==> config.mk <==
export PLATFORM = sky130hd
export DESIGN_NAME = dual_prio_grant_seq
export DESIGN_NICKNAME = d
export VERILOG_FILES = /design/src/rtl/dual_prio_grant_seq.sv
export SDC_FILE = /design/constraint.sdc
export NUM_CORES = 1
export LEC_CHECK = 0
export BUFFER_PORTS_ARGS = -buffer_cell sky130_fd_sc_hd__clkbuf_2
export CELL_PAD_IN_SITES_DETAIL_PLACEMENT = 0
export CELL_PAD_IN_SITES_GLOBAL_PLACEMENT = 1
export CORE_MARGIN = 2
export CORE_UTILIZATION = 29
export DETAILED_ROUTE_END_ITERATION = 10
export PLACE_DENSITY = 0.75
export SKIP_CTS_REPAIR_TIMING = 1
export SLEW_MARGIN = 20
export SYNTH_ARGS = -nofsm -noshare
export SYNTH_HDL_FRONTEND = slang
export SYNTH_SLANG_ARGS = --single-unit
export TNS_END_PERCENT = 20
==> constraint.sdc <==
create_clock -name clk -period 1.2 [get_ports clk]
set_clock_uncertainty 0.05 [all_clocks]
set_input_delay 0.06 -clock clk [delete_from_list [all_inputs] [get_ports clk]]
set_output_delay 0.06 -clock clk [all_outputs]
set_load 0.01 [all_outputs]
==> src/rtl/dual_prio_grant_seq.sv <==
// dual_prio_grant_seq: request collector and grant sequencer around an external
// dual priority encoder. Request pulses accumulate in pend, the encoder's
// first/second codes come back and are issued as grants over valid/ready, and
// every accepted grant clears its pending bit.
// Optional feature: define DUAL_PRIO_PAIR_BURST_EN to grant the second code
// back-to-back with the first (two grants per encode). Without it every burst is
// a single grant followed by an IDLE cycle and a fresh encode.
module dual_prio_grant_seq #(
    parameter int N      = 12,
    parameter int CODE_W = 4
) (
    input  logic              clk,
    input  logic              rst_n,
    input  logic [N-1:0]      req_in,
    input  logic              flush,
    output logic [N-1:0]      pend,
    input  logic [CODE_W-1:0] first,
    input  logic [CODE_W-1:0] second,
    output logic              gnt_valid,
    input  logic              gnt_ready,
    output logic [CODE_W-1:0] gnt_code,
    output logic              busy,
    output logic              enc_err
);

`ifdef DUAL_PRIO_PAIR_BURST_EN
    localparam bit PAIR_EN = 1'b1;
`else
    localparam bit PAIR_EN = 1'b0;
`endif

    localparam logic [CODE_W-1:0] N_CODE = CODE_W'(N);

    typedef enum logic [1:0] {
        IDLE   = 2'd0,
        GRANT1 = 2'd1,
        GRANT2 = 2'd2
    } state_t;

    state_t              state_q;
    logic [N-1:0]        pend_q;
    logic [N-1:0]        pend_d;
    logic [CODE_W-1:0]   gnt_code_q;
    logic [CODE_W-1:0]   g2_q;
    logic                gnt_valid_q;
    logic                enc_err_q;

    logic                hs;
    logic [N-1:0]        clr;
    logic                first_bad;
    logic                second_bad;
    logic [CODE_W-1:0]   first_eff;
    logic [CODE_W-1:0]   second_eff;

    assign hs = gnt_valid_q & gnt_ready;

    // Decode the accepted grant into the pending bit it serves.
    genvar gi;
    generate
        for (gi = 0; gi < N; gi++) begin : g_clr
            assign clr[gi] = hs && (gnt_code_q == CODE_W'(gi + 1));
        end
    endgenerate

    // Out-of-range encoder codes are treated as "no request".
    assign first_bad  = (first  > N_CODE);
    assign second_bad = (second > N_CODE);
    assign first_eff  = first_bad  ? '0 : first;
    assign second_eff = second_bad ? '0 : second;

    // Next pending set: a same-cycle request wins over the grant clear; flush drops
    // everything except this cycle's requests and ignores any handshake.
    always_comb begin
        pend_d = (pend_q & ~clr) | req_in;
        if (flush) begin
            pend_d = req_in;
        end
    end

    // Pending request register, feeds the encoder directly.
    always_ff @(posedge clk or negedge rst_n) begin
        if (!rst_n) begin
            pend_q <= '0;
        end else begin
            pend_q <= pend_d;
        end
    end

    // Grant sequencer: decide in IDLE from the encoder, hold each grant until taken.
    always_ff @(posedge clk or negedge rst_n) begin
        if (!rst_n) begin
            state_q     <= IDLE;
            gnt_code_q  <= '0;
            g2_q        <= '0;
            gnt_valid_q <= 1'b0;
            enc_err_q   <= 1'b0;
        end else begin
            enc_err_q <= 1'b0;
            if (flush) begin
                state_q     <= IDLE;
                gnt_valid_q <= 1'b0;
            end else begin
                case (state_q)
                    IDLE: begin
                        enc_err_q <= first_bad | second_bad;
                        if (first_eff != '0) begin
                            gnt_code_q  <= first_eff;
                            g2_q        <= second_eff;
                            gnt_valid_q <= 1'b1;
                            state_q     <= GRANT1;
                        end
                    end
                    GRANT1: begin
                        if (hs) begin
                            if (PAIR_EN && (g2_q != '0)) begin
                                // g2's pend bit is still set: only grants clear pend.
                                gnt_code_q <= g2_q;
                                state_q    <= GRANT2;
                            end else begin
                                gnt_valid_q <= 1'b0;
                                state_q     <= IDLE;
                            end
                        end
                    end
                    GRANT2: begin
                        if (hs) begin
                            gnt_valid_q <= 1'b0;
                            state_q     <= IDLE;
                        end
                    end
                    default: begin
                        gnt_valid_q <= 1'b0;
                        state_q     <= IDLE;
                    end
                endcase
            end
        end
    end

    assign pend      = pend_q;
    assign gnt_valid = gnt_valid_q;
    assign gnt_code  = gnt_code_q;
    assign enc_err   = enc_err_q;
    assign busy      = (state_q != IDLE);

endmodule
After elaboration in Yosys (flattened, before gate mapping)
Cells that the tools add are included.
- bits in registers: 20
- output and inout port bits: 19
- word-level logic and storage cells: 59
- $lt $le $gt $ge: 2
- equality and inequality tests: 16
- mux-type cells: 12
- bitwise operators: 6
- reduce and logical (&&, ||, !) cells: 18
- operator list (kind ; number):
    == test 4 bit (second input constant) ; 5
    == test 4 x 3 -> 1 bit (second input constant) ; 4
    AND 12 bit ; 1
    logical AND 1 bit ; 12
    two-way mux 12 bit ; 1
    NOT 12 bit ; 1
    OR 12 bit ; 1
    == test 4 x 2 -> 1 bit (second input constant) ; 2
    greater-than comparator 4 bit (second input constant) ; 2
    two-way mux 2 bit ; 3
    two-way mux 1 bit ; 5
    == test 4 x 1 -> 1 bit (second input constant) ; 1
    two-way mux 4 bit ; 1
    case mux 2 bit (2 select lines) ; 1
    nonzero test 4 bit ; 1
    inequality test 3 x 1 -> 1 bit (second input constant) ; 1
    inequality test 3 bit (second input constant) ; 1
    AND reduction 3 bit ; 1
    == test 2 x 1 -> 1 bit (second input constant) ; 1
    == test 2 bit (second input constant) ; 1
    logical NOT 2 bit ; 1
    case mux 1 bit (2 select lines) ; 1
    AND reduction 2 bit ; 1
    nonzero test 2 bit ; 1
    4 further kinds ; 4

Longest topological paths before layout
Gate-level depths: netlist of the first run.
- word-level depth: 6
- mapped depth: 4

Least setup slack after synthesis of the first run
OpenSTA, ideal clock, no wires.
- kind: register to register
- from: register gnt_code_q[1], in the netlist gnt_code[1]
- to: register pend_q[11], in the netlist pend[11]
- library setup time: 0.120 ns
- arrival: 1.200 ns
- setup slack: -0.170 ns
- cell stages (with the launch flop): 5
- buffers on the path: 1
- cells stage by stage: dfrtp_1 -> clkbuf_1 -> and4bb_2 -> nand3_1 -> a31o_2
- cells in the longest elaborated chain, start to end: 6
- RTL lines (element ; line ; source):
    from (decl) ; 43 ; logic [CODE_W-1:0] gnt_code_q;
    from (signal assigned) ; 107 ; gnt_code_q <= first_eff;
    from (signal assigned) ; 117 ; gnt_code_q <= g2_q;
    == test 4 bit ; 61 ; assign clr[gi] = hs && (gnt_code_q == CODE_W'(gi + 1));
    logical AND 1 bit ; 61 ;
    NOT 12 bit ; 74 ; pend_d = (pend_q & ~clr) | req_in;
    AND 12 bit ; 74 ;
    OR 12 bit ; 74 ;
    two-way mux 12 bit ; 75 ; if (flush) begin
    via pend_d[11] ; 42 ; logic [N-1:0] pend_d;
    to (signal assigned) ; 85 ; pend_q <= pend_d;
    to (decl) ; 41 ; logic [N-1:0] pend_q;
The timed path passes the listed nets, and every way through them passes these cells.
A chain may end at the register's enable or synchronous reset.

Worst setup path in the final report of the first run
- from: register gnt_code_q[1], in the netlist gnt_code[1]
- to: register pend_q[7], in the netlist pend[7]
The elaborated chain is that of the path after synthesis.

==> results of run 1 <==
[sequential cells by signal, indices dropped and copies added, names as in the netlist]
name,cells
enc_err,1
gnt_valid,1
gnt_code,4
pend,12
[Yosys cell counts]
master / instances
and3b_1: 1
mux2_1: 3
nor2_1: 3
nand2_1: 5
dfrtp_1: 18
or3_1: 1
clkbuf_1: 2
o22ai_1: 1
a21oi_1: 1
o21ai_0: 2
and2_1: 1
buf_4: 1
o211ai_1: 2
nand3_2: 1
nand3_1: 4
inv_1: 1
and3_1: 1
and4bb_2: 1
nor3b_1: 2
nand3b_1: 2
a31o_2: 12
nand4_1: 1
nor2b_1: 2
nand4b_1: 1
or4_1: 1
a21boi_0: 3
[cell families after synthesis]
kind of cell | Yosys count | share of synthesized area
AND/OR/NAND/NOR | 27 | 0.1985
AO/OA/AOI/OAI | 21 | 0.1970
multiplexers | 3 | 0.04060
buffers and inverters | 4 | 0.02256
flip-flops | 18 | 0.5414
[critical path, cell delays in order (launching register included)]
cell	delay, ns
dfrtp_1	0.43
and4bb_2	0.35
nand2_1	0.07
a31o_2	0.23
[metrics by stage]
stage | cell area, um^2 | TNS [ns] | setup slack, ns
2_1_floorplan | 842.1 | -0.3816 | -0.09386
3_3_place_gp | 1171 | -0.3190 | -0.09716
3_5_place_dp | 1171 | -0.5217 | -0.1357
4_1_cts | 1207 | -0.5401 | -0.09209
5_1_grt | 1425 | -0.4179 | -0.05936
6_report | 1425 | -0.03152 | -0.01801
[where the power goes]
part | total, mW | switching (mW) | internal, mW
Clock | 0.378 | 0.193 | 0.185
Sequential | 0.738 | 0.0658 | 0.672
Combinational | 0.527 | 0.218 | 0.309
[area by class of cell]
cell class                 count  area, um^2
timing repair buffer          72       475.5
clock buffer                   4       36.28
tap                           31       38.79
multi-input combinational     51       416.7
sequential                    18       454.2
fill                         249        1309
inverter                       1       3.754
[placed cells by master (no fill, tap or decap), drive strengths merged, types with 3 or more instances in the layout]
cell type	synthesis	routed
a21boi	3	3
a31o	12	12
buf	1	14
clkbuf	2	46
dfrtp	18	18
dlygate4sd3	0	16
mux2	3	3
nand2	5	5
nand3	5	5
nor2	3	3
[worst min-delay path by stage]
| stage | slack [ns] | cells after the start | from | to |
|---|---|---|---|---|
| 2_1_floorplan | -0.29 | 0 | rst_n | enc_err$_DFF_PN0_ |
| 3_3_place_gp | -0.03 | 1 | rst_n | pend[8]$_DFF_PN0_ |
| 3_5_place_dp | -0.02 | 1 | rst_n | pend[0]$_DFF_PN0_ |
| 4_1_cts | -0.35 | 1 | rst_n | pend[0]$_DFF_PN0_ |
| 5_1_grt | 0.03 | 3 | first[2] | gnt_code[3]$_DFFE_PN0P_ |
| 6_report | 0.02 | 3 | first[2] | gnt_code[3]$_DFFE_PN0P_ |
[layer usage]
| layer | up-vias | part of all wire | track usage |
|---|---|---|---|
| met3 | 2 | 0.040 | 0.01587 |
| met1 | 406 | 0.42 | 0.1674 |
| met2 | 25 | 0.53 | 0.2240 |
| met5 | - | 0 | 0 |
| met4 | 0 | 0.010 | 0.06977 |
| li1 | 424 | - | - |
==> out/metrics.yaml, run 1 <==
global_routing:
  grt_start_max_net_pins: 19
  grt_pass1_wl_um: 3422
  first_global_vias: 785
  grt_antenna_before_repair: 0
  grt_usage: 0.1336
  grt.overflow.total: 0
clocking:
  cts_tree: "done"
  path_clk_slew_ns: 0.11
  clkLatencyLatePin_ns: 0.29
  clockRootBuffer: "clkbuf_4"
  clockBufferDepth: 2
  htree_num_levels: 1
  cts_made_buffers: 3
  cts.sinks: 18
power:
  total_power_mw: 1.642
  ir_worst_vdd_mv: 0.6432
  power_leakage_nw: 0.6603
  power_density_nw_per_um2: 1152
routing:
  wire_per_inst_um: 12.51
  drtIter0Drc: 13
  drtAntennaViolNets: 0
  drc: 0
  vias_per_cell: 4.842
  wirelength_um: 2215
  vias: 857
  firstDrtPassIters: 3
critical_path:
  critPathArrivalTime_ns: 1.36
  reg2regPathDepth: 3
  critPathKind: "reg -> reg"
  crit_start: "gnt_code[1]$_DFFE_PN0P_"
  required_ns: 1.35
  worstReg2RegStart: "gnt_code[1]$_DFFE_PN0P_"
  path_max_fanout: 5
  end_kind: "flip-flop"
  startpoint_type: "flip-flop"
  rrSetupSlack_ns: -0.02
  r2r_end: "pend[7]$_DFF_PN0_"
  cp-endpoint: "pend[7]$_DFF_PN0_"
worst_hold_path:
  hold_class: "in -> reg"
floorplan:
  rows: 19
  die_x_um: 57.57
  fp.dieH_um: 57.57
  placeableCoreArea_um2: 2734
  start_util: 0.3043
  die_area_um2: 3314
  ioPinCount: 43
yosys:
  synth_area_per_cell_um2: 11.40
  synth_top_area_frac: 0.5414
  synth_area_leader_cell: "dfrtp_1"
  ys_types: 26
  synthesis.nets: 97
  syn_inst: 73
  synth_area_leaders: "dfrtp_1 54%, a31o_2 13%, mux2_1 4.1%"
  synth_seq_cells: 18
  ys.warnings.count: 0
  synth_area_um2: 832.0
  synth_seq_area_share: 0.5414
sta:
  fin_ws_ns: -0.01801
  finalHoldViolations: 0
  setup_violations: 3
  drv_slew: 0
  period_minus_slack_ns: 1.218
  maxSlewHeadroom: 0.6967
  rsz0062_at_grt: "yes"
  worst_hold_slack_ns: 0.02173
  fmax_mhz: 821.0
  tightest_slew_ns: 0.4549
  finalCritPeriodShare: 1.015
layout:
  fin_nets: 171
  num_antenna_cells: 0
  fin_util: 0.5213
  drive_gt1_frac: 0.5959
  instances_no_fill: 177
  synthToLayoutAreaGrowth_pct: 71.28
status:
  status: "finished, violations left"
  violations: "negative setup slack"
place:
  port_buffers: 42
  hpwlAfterDp_um: 1643
  placed_cells: 157
  place.gp.congestion: 0.7441
run:
  drv_cap: 0
(Power assumes the default switching activity.)
==> inputs of run 2 (changes only) <==
- BUFFER_PORTS_ARGS: -buffer_cell sky130_fd_sc_hd__clkbuf_2 -> default
- CORE_UTILIZATION: 29 -> 39
- DONT_BUFFER_PORTS: default -> 1
- MAX_ROUTING_LAYER: default -> met4
- PLACE_DENSITY: 0.75 -> 0.72
- REMOVE_ABC_BUFFERS: default -> 1
==> run 2 against run 1 <==
  * The flow finishes with violations (negative hold slack, negative setup slack)
  * Core utilization grew 7.7 points
  * Clock-buffer cell count is the same
  * Non-clock buffer count shrank 46
  * Hold slack lost 0.055 ns
  * Critical path type unchanged
  * Largest cell class is now registers
  * Largest power group unchanged
  * Highest routed layer unchanged
==> out/metrics.yaml, run 2 (synthesis results as in run 1) <==
clocking:
  clockRootBuffer: "clkbuf_4"  # unchanged
  cts_made_buffers: 3  # unchanged
  clockBufferDepth: 2  # unchanged
  clkLatencyLatePin_ns: 0.29  # about the same
  path_clk_slew_ns: 0.11  # about the same
  cts_tree: "done"  # unchanged
  htree_num_levels: 1  # unchanged
  cts.sinks: 18  # unchanged
routing:
  drc: 0  # unchanged
  firstDrtPassIters: 2  # was 3
  wire_per_inst_um: 15.42  # was 12.51 um
  wirelength_um: 1958  # was 2215 um
  vias: 687  # was 857
  drtAntennaViolNets: 0  # unchanged
  top_layer_used: "met4"  # unchanged
  wl_met2_um: 1008  # was 1165 um
  vias_per_cell: 5.409  # was 4.842
  dr_wl_met3_um: 125  # was 89 um
  m1WireLength_um: 819  # was 938 um
  drtIter0Drc: 6  # was 13
critical_path:
  cp-endpoint: "pend[7]$_DFF_PN0_"  # unchanged
  rrSetupSlack_ns: -0.05  # was -0.02 ns
  reg2regPathDepth: 3  # unchanged
  end_kind: "flip-flop"  # unchanged
  r2r_end: "pend[7]$_DFF_PN0_"  # unchanged
  critPathKind: "reg -> reg"  # unchanged
  worstReg2RegStart: "gnt_code[1]$_DFFE_PN0P_"  # unchanged
  critPathArrivalTime_ns: 1.38  # was 1.36 ns
  path_max_fanout: 5  # unchanged
  required_ns: 1.33  # was 1.35 ns
  crit_start: "gnt_code[1]$_DFFE_PN0P_"  # unchanged
  startpoint_type: "flip-flop"  # unchanged
power:
  power_leakage_nw: 0.4612  # was 0.6603 nW
  ir_worst_vdd_mv: 0.8087  # was 0.6432 mV
  total_power_mw: 1.507  # was 1.642 mW
  power_density_nw_per_um2: 1270  # was 1152 nW/um^2
floorplan:
  die_x_um: 50.19  # was 57.57 um
  ioPinCount: 43  # unchanged
  start_util: 0.4198  # was 0.3043
  rows: 16  # was 19
  placeableCoreArea_um2: 1982  # was 2734 um^2
  die_area_um2: 2519  # was 3314 um^2
  fp.dieH_um: 50.19  # was 57.57 um
layout:
  final_cell_mix: "18 x dlygate4sd3_1, 15 x dfrtp_1, 12 x a31o_2, 8 x buf_4"  # was 42 x clkbuf_2, 16 x dlygate4sd3_1, 15 x dfrtp_1, 14 x buf_4, 12 x a31o_2
  fin_util: 0.5985  # was 0.5213
  post-route-cell-area_um2: 1186  # was 1425 um^2
  fin_nets: 125  # was 171
  largest_reg_flops: 12  # unchanged
  synthToLayoutAreaGrowth_pct: 42.56  # was 71.28%
  num_antenna_cells: 0  # unchanged
  drive_gt1_frac: 0.4100  # was 0.5959
  layout_commonest_cell: "dlygate4sd3_1"  # was clkbuf_2
  nFillCells: 161  # was 249
  instances_no_fill: 127  # was 177
place:
  placed_cell_area_um2: 895.9  # was 1171 um^2
  dp_slack_ns: -0.05945  # was -0.1357 ns
  port_buffers: 0  # was 42
  placed_cells: 103  # was 157
  hpwlAfterDp_um: 1337  # was 1643 um
  place.gp.congestion: 0.7867  # was 0.7441
sta:
  finalHoldViolations: 2  # was 0
  setup_violations: 3  # unchanged
  fmax_mhz: 803.0  # was 821.0 MHz
  rsz0062_at_grt: "yes"  # unchanged
  fin_ws_ns: -0.04533  # was -0.01801 ns
  period_minus_slack_ns: 1.245  # was 1.218 ns
  finalCritPeriodShare: 1.038  # was 1.015
  tightest_slew_ns: 0.7996  # was 0.4549 ns
  maxSlewHeadroom: 0.4651  # was 0.6967
  timing.setup.tns_ns: -0.1226  # was -0.03152 ns
  worst_hold_slack_ns: -0.03315  # was 0.02173 ns
  drv_slew: 0  # unchanged
global_routing:
  grt.overflow.total: 0  # unchanged
  grt_pass1_wl_um: 2801  # was 3422 um
  grt_usage: 0.1528  # was 0.1336
  grt_antenna_before_repair: 0  # unchanged
  grt_start_max_net_pins: 19  # unchanged
  first_global_vias: 633  # was 785
status:
  violations: "negative hold slack, negative setup slack"  # was negative setup slack
  status: "finished, violations left"  # unchanged
worst_hold_path:
  min_path_cells: 2  # was 3
  hold_class: "in -> reg"  # unchanged
run:
  drv_cap: 0  # unchanged
run 2: cell count changes in the layout (fill, tap and decap cells not counted), sizes merged:
cell and change:
clkbuf -42, buf -6, dlygate4sd3 +2
run 2: how the worst min path moves through the flow:
stage                     startpoint                end  slack (ns)
after global routing        first[2]  enc_err$_DFF_PN0_       0.003
final                      second[1]  enc_err$_DFF_PN0_       -0.03
after detailed placement       rst_n  pend[0]$_DFF_PN0_       -0.29
after CTS                      rst_n  pend[0]$_DFF_PN0_       -0.62
after floorplan                rst_n  enc_err$_DFF_PN0_       -0.29
after global placement         rst_n  pend[0]$_DFF_PN0_       -0.29
run 2: layer usage:
layer | vias to the layer above | global-route usage
li1 | 333 | -
met5 | - | -
met3 | 2 | 0.07143
met4 | 0 | 0.05556
met1 | 328 | 0.1683
met2 | 24 | 0.2412
run 2: layout make-up:
cell class | count | area, um^2 | area share
clock buffer | 4 | 36.28 | 0.03059
inverter | 1 | 3.754 | 0.003165
multi-input combinational | 51 | 417.9 | 0.3523
sequential | 18 | 454.2 | 0.3829
tap | 27 | 33.78 | 0.02848
timing repair buffer | 26 | 240.2 | 0.2025
run 2: critical path, stage by stage (launching register included):
cell and delay, ns:
dfrtp_1 0.44, and4bb_2 0.37, nand2_2 0.06, a31o_2 0.23
run 2: power breakdown:
| group | total (mW) | internal [mW] | leakage [nW] | switching [mW] |
|---|---|---|---|---|
| Clock | 0.375 | 0.185 | 0.0210 | 0.190 |
| Sequential | 0.759 | 0.672 | 0.201 | 0.0869 |
| Combinational | 0.373 | 0.214 | 0.239 | 0.159 |
